### config.mk
export PLATFORM = sky130hd
export DESIGN_NAME = steer_input
export DESIGN_NICKNAME = d
export VERILOG_FILES = /design/src/rtl/steer_input.sv
export SDC_FILE = /design/constraint.sdc
export NUM_CORES = 1
export LEC_CHECK = 0
export BUFFER_PORTS_ARGS = -buffer_cell sky130_fd_sc_hd__buf_2
export CORE_ASPECT_RATIO = 0.7
export CORE_MARGIN = 1.5
export CORE_UTILIZATION = 65
export DETAILED_ROUTE_END_ITERATION = 8
export GPL_TIMING_DRIVEN = 0
export PLACE_DENSITY_LB_ADDON = 0.12
export SYNTH_ARGS = -nofsm -noshare
export SYNTH_HDL_FRONTEND = slang
export SYNTH_SLANG_ARGS = --single-unit
### constraint.sdc
create_clock -name Clk6 -period 2.4 [get_ports Clk6]
set_clock_uncertainty 0.05 [all_clocks]
set_input_delay 0.6 -clock Clk6 [delete_from_list [all_inputs] [get_ports Clk6]]
set_output_delay 0.6 -clock Clk6 [all_outputs]
set_load 0.1 [all_outputs]
### src/rtl/steer_input.sv
`default_nettype none
// ============================================================================
//  Module   : steer_input
//  Purpose  : Player-control front end for the CPU input window 0x0200-0x0207.
//             Synchronises and debounces the cabinet switches, filters and
//             decodes the steering-wheel quadrature optics into a step
//             accumulator, a steer flag and a direction latch, and drives
//             the 8-bit read data for the input window.
//  Ports    : Clk6          6 MHz system clock (rising edge)
//             Reset_n       asynchronous active-low reset
//             Steer_A/B     raw quadrature phases
//             Gas_n, Start_n, TrakSel_n, Test_n, Coin1_n, Coin2_n
//                           raw active-low switches
//             SteerReset_n  CPU strobe clearing flag and accumulator
//             In1_n, Adr    CPU input-window select and address bits 2:0
//             DBus_in       read data ({bit, 7'b1111111} or 8'hFF)
//             SteerFlag     steer flag (debug)
//             SteerDir      direction latch (debug)
//  Revision : 1.0  initial release
// ============================================================================
module steer_input #(
    parameter int DEB_CYCLES = 4096,
    parameter int QF_CYCLES  = 8,
    parameter int CNT_W      = 4
) (
    input  logic       Clk6,
    input  logic       Reset_n,
    input  logic       Steer_A,
    input  logic       Steer_B,
    input  logic       Gas_n,
    input  logic       Start_n,
    input  logic       TrakSel_n,
    input  logic       Test_n,
    input  logic       Coin1_n,
    input  logic       Coin2_n,
    input  logic       SteerReset_n,
    input  logic       In1_n,
    input  logic [2:0] Adr,
    output logic [7:0] DBus_in,
    output logic       SteerFlag,
    output logic       SteerDir
);

    localparam int c_NUM_SW   = 6;
    localparam int c_SYNC_W   = 9;
    localparam int c_IDX_A    = 6;
    localparam int c_IDX_SRST = 8;
    localparam int c_DEB_W    = (DEB_CYCLES > 1) ? $clog2(DEB_CYCLES) : 1;
    localparam int c_QF_W     = (QF_CYCLES > 1) ? $clog2(QF_CYCLES) : 1;

    localparam logic [c_DEB_W-1:0]      c_DEB_LAST = c_DEB_W'(DEB_CYCLES - 1);
    localparam logic [c_QF_W-1:0]       c_QF_LAST  = c_QF_W'(QF_CYCLES - 1);
    localparam logic signed [CNT_W-1:0] c_ACC_MAX  = {1'b0, {(CNT_W-1){1'b1}}};
    localparam logic signed [CNT_W-1:0] c_ACC_MIN  = {1'b1, {(CNT_W-1){1'b0}}};
    localparam logic signed [CNT_W-1:0] c_ACC_ONE  = CNT_W'(1);

    // ------------------------------------------------------------------
    // Two-stage synchronisers for every raw input.
    // Bit map: 0..5 switches (Gas, Start, TrakSel, Test, Coin1, Coin2),
    //          6 = Steer_A, 7 = Steer_B, 8 = SteerReset_n.
    // ------------------------------------------------------------------
    logic [c_SYNC_W-1:0] w_raw;
    logic [c_SYNC_W-1:0] r_sync1;
    logic [c_SYNC_W-1:0] r_sync2;

    assign w_raw = {SteerReset_n, Steer_B, Steer_A,
                    Coin2_n, Coin1_n, Test_n, TrakSel_n, Start_n, Gas_n};

    always_ff @(posedge Clk6 or negedge Reset_n) begin
        if (!Reset_n) begin
            r_sync1 <= '1;
            r_sync2 <= '1;
        end else begin
            r_sync1 <= w_raw;
            r_sync2 <= r_sync1;
        end
    end

    // ------------------------------------------------------------------
    // Switch debounce: the counter measures how long the synced level has
    // disagreed with the debounced level; the level flips only after
    // DEB_CYCLES consecutive disagreeing cycles.
    // ------------------------------------------------------------------
    logic [c_DEB_W-1:0]  r_sw_cnt [c_NUM_SW];
    logic [c_NUM_SW-1:0] r_sw_lvl;

    always_ff @(posedge Clk6 or negedge Reset_n) begin
        if (!Reset_n) begin
            for (int i = 0; i < c_NUM_SW; i++) begin
                r_sw_cnt[i] <= '0;
            end
            r_sw_lvl <= '1;
        end else begin
            for (int i = 0; i < c_NUM_SW; i++) begin
                if (r_sync2[i] == r_sw_lvl[i]) begin
                    r_sw_cnt[i] <= '0;
                end else if (r_sw_cnt[i] == c_DEB_LAST) begin
                    r_sw_lvl[i] <= r_sync2[i];
                    r_sw_cnt[i] <= '0;
                end else begin
                    r_sw_cnt[i] <= r_sw_cnt[i] + 1'b1;
                end
            end
        end
    end

    // ------------------------------------------------------------------
    // Quadrature phase filter, same scheme with a short window.
    // r_qf_lvl[0] = fA, r_qf_lvl[1] = fB.
    // ------------------------------------------------------------------
    logic [c_QF_W-1:0] r_qf_cnt [2];
    logic [1:0]        r_qf_lvl;

    always_ff @(posedge Clk6 or negedge Reset_n) begin
        if (!Reset_n) begin
            for (int i = 0; i < 2; i++) begin
                r_qf_cnt[i] <= '0;
            end
            r_qf_lvl <= 2'b11;
        end else begin
            for (int i = 0; i < 2; i++) begin
                if (r_sync2[c_IDX_A+i] == r_qf_lvl[i]) begin
                    r_qf_cnt[i] <= '0;
                end else if (r_qf_cnt[i] == c_QF_LAST) begin
                    r_qf_lvl[i] <= r_sync2[c_IDX_A+i];
                    r_qf_cnt[i] <= '0;
                end else begin
                    r_qf_cnt[i] <= r_qf_cnt[i] + 1'b1;
                end
            end
        end
    end

    // ------------------------------------------------------------------
    // Quadrature decoder. Clockwise Gray order is 00->01->11->10->00.
    // A two-bit jump matches neither list and produces no step.
    // ------------------------------------------------------------------
    logic [1:0] w_qcur;
    logic [1:0] r_qprev;
    logic       w_step_up;
    logic       w_step_dn;

    assign w_qcur = {r_qf_lvl[0], r_qf_lvl[1]};

    always_comb begin
        w_step_up = 1'b0;
        w_step_dn = 1'b0;
        case ({r_qprev, w_qcur})
            4'b00_01, 4'b01_11, 4'b11_10, 4'b10_00: w_step_up = 1'b1;
            4'b01_00, 4'b11_01, 4'b10_11, 4'b00_10: w_step_dn = 1'b1;
            default: ;
        endcase
    end

    // ------------------------------------------------------------------
    // Step accumulator, flag and direction. The synced SteerReset_n level
    // has priority, so a step landing in a strobe cycle is dropped and the
    // direction latch is left untouched.
    // ------------------------------------------------------------------
    logic                    w_srst_act;
    logic signed [CNT_W-1:0] r_acc;
    logic                    r_flag;
    logic                    r_dir;

    assign w_srst_act = ~r_sync2[c_IDX_SRST];

    always_ff @(posedge Clk6 or negedge Reset_n) begin
        if (!Reset_n) begin
            r_qprev <= 2'b11;
            r_acc   <= '0;
            r_flag  <= 1'b0;
            r_dir   <= 1'b0;
        end else begin
            r_qprev <= w_qcur;
            if (w_srst_act) begin
                r_acc  <= '0;
                r_flag <= 1'b0;
            end else if (w_step_up) begin
                r_flag <= 1'b1;
                r_dir  <= 1'b1;
                if (r_acc != c_ACC_MAX) begin
                    r_acc <= r_acc + c_ACC_ONE;
                end
            end else if (w_step_dn) begin
                r_flag <= 1'b1;
                r_dir  <= 1'b0;
                if (r_acc != c_ACC_MIN) begin
                    r_acc <= r_acc - c_ACC_ONE;
                end
            end
        end
    end

    assign SteerFlag = r_flag;
    assign SteerDir  = r_dir;

    // ------------------------------------------------------------------
    // Read mux: only bit 7 carries data; the rest float high.
    // ------------------------------------------------------------------
    logic w_sel;

    always_comb begin
        w_sel = 1'b1;
        case (Adr)
            3'd0: w_sel = ~r_flag;
            3'd1: w_sel = r_dir;
            3'd2: w_sel = r_sw_lvl[0];
            3'd3: w_sel = r_sw_lvl[1];
            3'd4: w_sel = r_sw_lvl[2];
            3'd5: w_sel = r_sw_lvl[3];
            3'd6: w_sel = r_sw_lvl[4];
            3'd7: w_sel = r_sw_lvl[5];
        endcase
        DBus_in = In1_n ? 8'hFF : {w_sel, 7'b1111111};
    end

endmodule
`default_nettype wire

Word level (Yosys, flattened, before mapping)
Index checks and enable logic that the tools add are counted.
{"block": "totals", "romBits": 0, "mem_count": 0, "latchBits": 0, "mem_bits_rw": 0, "reg_bits": 108, "out_inout_bits": 10}
{"block": "op_classes", "mux": 25, "bitwise_logic": 9, "n_reduce_logical": 13, "mul": 0, "n_div": 0, "n_shift": 0, "order_cmp": 0, "n_addsub": 8, "n_eq_ne": 32}
{"cell": "$mux W12", "count": 12}
{"cell": "$add A12 B1 Y12 const B", "count": 6}
{"cell": "$eq A12 B12 Y1 const B", "count": 6}
{"cell": "$eq A3 B3 Y1 const B", "count": 6}
{"cell": "$reduce_and A2 Y1", "count": 9}
{"cell": "$eq A4 B4 Y1 const B", "count": 4}
{"cell": "$mux W3", "count": 4}
{"cell": "$not A1 Y1", "count": 9}
{"cell": "$eq A1 B1 Y1", "count": 8}
{"cell": "$eq A4 B3 Y1 const B", "count": 2}
{"cell": "$mux W8", "count": 1}
{"cell": "$pmux W1 S8", "count": 1}
{"cell": "$reduce_or A4 Y1", "count": 2}
{"cell": "$mux W1", "count": 7}
{"cell": "$add A3 B1 Y3 const B", "count": 2}
{"cell": "$eq A3 B2 Y1 const B", "count": 2}
{"cell": "$eq A4 B1 Y1 const B", "count": 1}
{"cell": "$eq A4 B2 Y1 const B", "count": 1}
{"cell": "$eq A3 B1 Y1 const B", "count": 1}
{"cell": "$logic_not A3 Y1", "count": 1}
{"cell": "$ne A3 B1 Y1 const B", "count": 1}
{"cell": "$reduce_bool A2 Y1", "count": 1}

Longest topological paths before layout
Gate-level depths: netlist of run 1.
{"block": "logic_depth", "depth_word": 6, "ltp_mapped": 4}

Worst setup path before layout of run 1
OpenSTA, ideal clock, no wires.
{"block": "synth_timing", "path_kind": "reg-to-output", "startpoint": "reg r_dir, in the netlist SteerDir", "endpoint": "out DBus_in[7]", "t_arrival_ns": 4.576, "t_required_ns": 1.750, "path_buffers": 0, "setup_slack_ns": -2.826, "stages_incl_launch_ff": 3, "path_cell_list": "dfrtp_1 a21oi_1 o311ai_0"}
{"block": "synth_between", "elab_chain_len": 2}
{"item": "start, declared", "line": "163", "source": "logic r_dir;"}
{"item": "start signal, assigned", "line": "172", "source": "r_dir <= 1'b0;"}
{"item": "start signal, assigned", "line": "180", "source": "r_dir <= 1'b1;"}
{"item": "start signal, assigned", "line": "186", "source": "r_dir <= 1'b0;"}
{"item": "$pmux W1 S8", "line": "204", "source": "case (Adr)"}
{"item": "$mux W8", "line": "214", "source": "DBus_in = In1_n ? 8'hFF : {w_sel, 7'b1111111};"}
{"item": "end, declared", "line": "39", "source": "output logic [7:0] DBus_in,"}
No other way between the ends.

Worst setup path in the final report of run 1
{"block": "layout_timing", "startpoint": "reg r_sw_lvl[5]", "endpoint": "out DBus_in[7]"}
{"block": "layout_between", "elab_chain_len": 2}
{"item": "start, declared", "line": "85", "source": "logic [c_NUM_SW-1:0] r_sw_lvl;"}
{"item": "start signal, assigned by index", "line": "98", "source": "r_sw_lvl[i] <= r_sync2[i];"}
{"item": "$pmux W1 S8", "line": "204"}
{"item": "$mux W8", "line": "214"}
No other way between the ends.

==> results.py, run 1 <==
metrics = {
    "run_status": {
        "status": "finished clean",
    },
    "floorplan": {
        "fp.dieH_um": 75.83,
        "core_area_sq_mm": 0.007320,
        "dieArea_sq_mm": 0.008116,
        "ios": 25,
        "start_util_pct": 67.28,
        "num_rows": 26,
        "die_x_um": 107.0,
    },
    "global_route": {
        "grt_use_total_pct": 22.46,
        "antenna_found_initial": 0,
        "grt_pass1_vias": 3146,
        "grt-ovfl-total": 0,
        "grt_pass1_wl_um": 14050,
        "grt_max_degree": 64,
    },
    "routing": {
        "drt-wirelength-per-cell_um": 14.40,
        "ant_nets": 0,
        "drt_iter0_markers": 142,
        "routed_via_density": 5.824,
        "vias": 3279,
        "firstDrtPassIters": 7,
        "wl_um": 8106,
        "drcViolationCount": 0,
    },
    "sta": {
        "rsz0062_at_grt": "false",
        "final.period_utilization_pct": 95.86,
        "slew_violations": 0,
        "setup_viol": 0,
        "final.min_clock_period_ns": 2.301,
        "setup_slack_ns": 0.09934,
        "worst_hold_slack_ns": 0.1756,
        "finalHoldViolCount": 0,
        "fmax_mhz": 434.7,
        "tightest_slew_ns": 0.6450,
        "max_slew_margin_pct": 56.86,
        "tns_ns": 0,
    },
    "setup_path": {
        "critPathLaunchType": "register",
        "crit_type": "register to output port",
        "critPathBufInv": 1,
        "cp-end-kind": "output port",
        "crit_slowest_cell": "mux4_2",
        "cp_top_family": "multiplexers",
        "critPathMaxStageDelay_ns": 0.46,
        "crit_fanout": 3,
        "crit_arrival_ns": 1.65,
        "cp.required_ns": 1.75,
        "path_cells": "mux4_2, nand2_1, o311ai_4, buf_6",
    },
    "cts": {
        "cts_sinks": 108,
        "clk_path_buf_depth": 2,
        "cts_made_buffers": 9,
        "post_cts_buffers": 0,
        "cts_tree": "yes",
        "clock_latency_ns": 0.38,
        "cts.htree.levels": 3,
        "clk_pin_slew_ns": 0.10,
        "cts_root_buffer": "clkbuf_8",
        "cts_hold_buf": 0,
        "post_cts_resize_count": 1,
    },
    "placed_design": {
        "place_congestion": 0.7948,
        "portBuffers": 17,
        "place_hpwl_um": 5673,
        "dp_worst_setup_slack_ns": -0.03223,
        "place_inst": 547,
    },
    "min_path": {
        "hp-class": "input pin to asynchronous set/reset pin",
    },
    "synth": {
        "synth-async-reset-ratio_pct": 100.0,
        "syn_area_sq_mm": 0.004925,
        "synth_ff_type": "dfrtp_1",
        "synthCells": 425,
        "ys_seq_area_share_pct": 55.59,
        "synth_warnings": 0,
        "syn_avg_cell_area_sq_um": 11.59,
        "synth.distinct_cells": 34,
        "synth-edff-count": 0,
        "synth-seq-cells": 108,
    },
    "job": {
        "maxCapViolations": 0,
    },
    "finish": {
        "seq_area_sq_mm": 0.002743,
        "layout_common_cells": "dfrtp_1 (78), nor2_1 (31), a21oi_1 (30)",
        "multi_input_comb_area_sq_mm": 0.002095,
        "final_cells": 563,
        "antenna_cells": 0,
        "nFillCells": 534,
        "nNetsFinal": 485,
        "layout_commonest_cell": "dfrtp_1",
        "area_delta_synth_final_pct": 9.909,
        "drive_gt1_share_pct": 22.37,
    },
    "power": {
        "p_leak_nw": 2.271,
        "power_density_mw_per_mm2": 664.8,
        "ir_drop_uv": 594.9,
    },
}
==> where the power goes <==
group	leakage, nW	switching (mW)	internal [mW]	total (mW)
clock	0.0983	0.599	0.491	1.09
combinational	0.790	0.295	0.159	0.454
sequential	1.38	0.0828	1.97	2.05
total	2.27	0.976	2.62	3.60
==> stage by stage <==
stage / total power, mW / area [sq um] / utilization [%]
after floorplan: 2.416 / 4970 / -
after global placement: 2.515 / 5177 / 70.74
after detailed placement: 2.547 / 5207 / 71.15
after CTS: 3.648 / 5403 / 73.81
after global routing: 3.770 / 5413 / 73.95
final: 3.598 / 5413 / 73.95
==> cell usage after synthesis (all sizes together) (2+ instances only) <==
cell type	n	share of area (%)
dfrtp	80	41
a21oi	32	3.4
nor2	31	2.4
dfstp	28	15
nand3	28	3.6
o21ai	26	2.6
or3	24	3.1
xor2	20	3.6
o31ai	18	2.7
or4	18	2.9
inv	17	1.3
nand2	16	1.2
nand4	15	2.2
a21boi	12	1.8
ha	10	2.5
buf	9	1.5
mux2	9	2.1
xnor2	9	1.6
nor4	6	0.76
o41ai	6	3.4
and2	4	0.51
nor3b	2	0.30
==> kinds of logic after synthesis <==
| logic type | synth area share [%] |
|---|---|
| fa+ha+maj | 2.541 |
| xor+xnor | 5.158 |
| buf+inv | 2.820 |
| flops | 55.59 |
| other cells | 0.07615 |
| compound gates | 14.43 |
| mux | 2.515 |
| simple gates | 16.87 |
==> per-layer routing <==
layer	GRT usage, %	vias up	wire length, um
met2	38.36	37	3920
met3	7.784	7	282
met1	28.20	1615	3836
met4	5.333	0	66
li1	-	1620	-
met5	0	-	0
==> state kept, by name, summed over array words and instances (netlist names) <==
register / count
r_sync1: 9
r_qprev: 2
SteerDir: 1
r_qf_cnt: 6
r_sw_cnt: 72
r_sw_lvl: 6
SteerFlag: 1
r_sync2: 9
r_qf_lvl: 2
==> path summary, 6_finish.rpt <==
check | slack [ns] | startpoint | cells past startpoint | to
min in group Clk6 | 0.26 | Coin1_n | 1 | r_sync1[4]
max reg2reg | 0.57 | r_sw_cnt[36] | 4 | r_sw_cnt[44]
max in group asynchronous | 1.37 | Reset_n | 2 | r_sync2[6]
max | 0.1 | r_sw_lvl[5] | 4 | DBus_in[7]
min reg2reg | 0.30 | r_sync1[8] | 0 | r_sync2[8]
min | 0.18 | Reset_n | 1 | r_sw_cnt[69]
==> area by class of cell <==
cell class,instances,area share [%]
flip-flops and latches,108,50.67
plain buffers,9,1.387
inverters,17,1.179
well taps,98,2.265
repair buffers,18,2.242
clock inverters,5,1.133
multi-input cells,297,38.70
clock buffers,11,2.427
Power figures use the tool's default switching activity.
==> inputs of run 2 (changes only) <==
- ABC_AREA: default -> 1
==> run 2 against run 1 <==
Compared with the run above:
- sequential power hardly changed
- highest routed layer unchanged
- power grew 17%
- combinational power increased by 30%
- worst setup slack improved by 0.024 ns
==> results.py, run 2 <==
metrics = {
    "run_status": {
        "status": "finished clean",
    },
    "sta": {
        "fmax_mhz": 439.3,
        "slew_violations": 0,
        "final.min_clock_period_ns": 2.276,
        "finalHoldViolCount": 0,
        "tightest_slew_ns": 0.6567,
        "final.period_utilization_pct": 94.85,
        "tns_ns": 0,
        "rsz0062_at_grt": "false",
        "max_slew_margin_pct": 56.22,
        "setup_viol": 0,
    },
    "placed_design": {
        "place_hpwl_um": 6597,
        "place_congestion": 0.8084,
        "place_inst": 737,
        "portBuffers": 17,
    },
    "synth": {
        "synth-seq-cells": 108,
        "synth_area_leaders": "dfrtp_1 (38%), dfstp_2 (14%), nand2_1 (10%)",
        "synth-edff-count": 0,
        "synth.distinct_cells": 23,
        "synthCells": 612,
        "yosys-top-cells-count": "nand2_1 (145), inv_1 (89), nor2_1 (82)",
        "synth.most_common_cell": "nand2_1",
        "synth_warnings": 0,
        "ys_seq_area_share_pct": 52.34,
        "synth_top_area_cell": "dfrtp_1",
        "synth-async-reset-ratio_pct": 100.0,
        "syn_avg_cell_area_sq_um": 8.546,
        "synth_top_area_share_pct": 38.28,
        "syn_area_sq_mm": 0.005230,
        "synth_ff_type": "dfrtp_1",
    },
    "power": {
        "p_leak_nw": 2.809,
        "p_seq_share_pct": 49.3,
        "total_power_mw": 4.214,
        "p_clk_share_pct": 36.7,
        "power_frac_comb_pct": 14.0,
        "ir_drop_uv": 694.1,
        "p_int_mw": 2.990,
        "swShare_pct": 29.05,
        "power_density_mw_per_mm2": 724.2,
        "switchingPower_mw": 1.224,
    },
    "routing": {
        "ant_nets": 0,
        "drt-wirelength-per-cell_um": 11.89,
        "wl_um": 8954,
        "firstDrtPassIters": 5,
        "routed_via_density": 5.070,
        "vias": 3818,
        "drt_iter0_markers": 198,
        "drcViolationCount": 0,
    },
    "global_route": {
        "grt-ovfl-total": 0,
        "grt_max_degree": 59,
        "grt_pass1_vias": 3756,
        "grt_use_total_pct": 23.92,
        "antenna_found_initial": 0,
        "grt_pass1_wl_um": 15980,
    },
    "floorplan": {
        "num_rows": 27,
        "ios": 25,
        "die_x_um": 110.2,
        "core_area_sq_mm": 0.007838,
        "dieArea_sq_mm": 0.008602,
        "start_util_pct": 66.73,
        "fp.dieH_um": 78.05,
    },
    "finish": {
        "regMostFlops": "r_sw_cnt",
        "final_cells": 753,
        "layout_commonest_cell": "nand2_1",
        "antenna_cells": 0,
        "layout_common_cells": "nand2_1 (145), inv_1 (89), nor2_1 (82)",
        "drive_gt1_share_pct": 18.40,
        "area_delta_synth_final_pct": 11.27,
        "nFillCells": 579,
        "largestRegisters": "r_sw_cnt: 72 flops, r_sync1: 9 flops, r_sync2: 9 flops",
        "nNetsFinal": 672,
        "largest_reg_flops": 72,
    },
    "setup_path": {
        "crit_slowest_cell": "dfstp_2",
        "critPathLaunchType": "register",
        "crit_fanout": 3,
        "cp_top_family": "flip-flops",
        "cp-end-kind": "output port",
        "crit_arrival_ns": 1.63,
        "critPathMaxStageDelay_ns": 0.60,
        "cp.required_ns": 1.75,
        "critPathBufInv": 1,
        "path_cells": "nand2_1, a31oi_1, nand2_1, nand3_2, clkbuf_4",
        "crit_top_cell": "nand2_1",
        "crit_type": "register to output port",
    },
    "cts": {
        "cts.htree.levels": 3,
        "cts_hold_buf": 0,
        "post_cts_buffers": 0,
        "cts_tree": "yes",
        "clock_latency_ns": 0.35,
        "cts_root_buffer": "clkbuf_16",
        "clk_pin_slew_ns": 0.07,
        "cts_sinks": 108,
        "clk_path_buf_depth": 2,
        "cts_made_buffers": 9,
        "post_cts_resize_count": 0,
    },
    "min_path": {
        "hp-class": "input pin to asynchronous set/reset pin",
    },
    "job": {
        "maxCapViolations": 0,
    },
}
run 2: cell types whose count changed after synthesis, sizes merged, moves of 14 or more:
| cell | delta |
|---|---|
| inv | +74 |
| a21oi | -14 |
| or3 | -24 |
| o21ai | -20 |
| o31ai | -18 |
| nor2 | +76 |
| or4 | -18 |
| nand2 | +148 |
run 2: cells by family after synthesis:
group           after synthesis  synth area share [%]
fa+ha+maj                    10                 2.392
flops                       108                 52.34
compound gates               25                 2.416
other cells                   1               0.07170
buf+inv                      98                 7.536
simple gates                348                 31.55
xor+xnor                     22                 3.684
run 2: final cells by class:
class                           count  area (sq um)  area share, %
Buffer                              7         52.55         0.9030
Clock buffer                        9         225.2          3.870
Clock inverter                      7         92.59          1.591
Inverter                           91         341.6          5.870
Multi-Input combinational cell    412          2126          36.53
Sequential cell                   108          2738          47.04
Tap cell                          101         126.4          2.172
Timing Repair Buffer               18         117.6          2.021
run 2: per-layer routing:
| metal | wire (um) | track usage, % | vias to the layer above |
|---|---|---|---|
| met2 | 4220 | 39.50 | 60 |
| met3 | 341 | 6.229 | 11 |
| met5 | 0 | 0 | - |
| met4 | 148 | 6.795 | 0 |
| li1 | - | - | 1973 |
| met1 | 4243 | 31.38 | 1774 |
run 2: metrics by stage:
step                util [%]  hold slack, ns  worst slack (ns)  cell area, sq um
floorplan                  -          0.2544            0.1286              5258
global placement       69.78          0.2954           -0.4582              5469
detailed placement     70.16          0.2968            0.2054              5499
CTS                    74.22          0.2513           0.02887              5817
global route           74.25          0.2742           0.05329              5819
finish                 74.25          0.2418            0.1236              5819
run 2: power groups by stage:
stage	registers (mW)	logic, mW	clock network, mW
floorplan	2.17	0.365	0
global placement	2.10	0.555	0
detailed placement	2.11	0.587	0
CTS	2.08	0.598	1.59
global route	2.10	0.673	1.64
finish	2.08	0.590	1.54
run 2: worst paths after layout:
kind,startpoint,endpoint,slack [ns],cells past startpoint
max in group asynchronous,Reset_n,r_sync2[8],1.32,2
min reg2reg,r_sync1[4],r_sync2[4],0.31,0
max reg2reg,r_sw_cnt[12],r_sw_cnt[23],0.90,6
min in group Clk6,Coin1_n,r_sync1[4],0.29,1
min,Reset_n,r_sw_cnt[8],0.24,1
max,r_sw_lvl[1],DBus_in[7],0.12,5
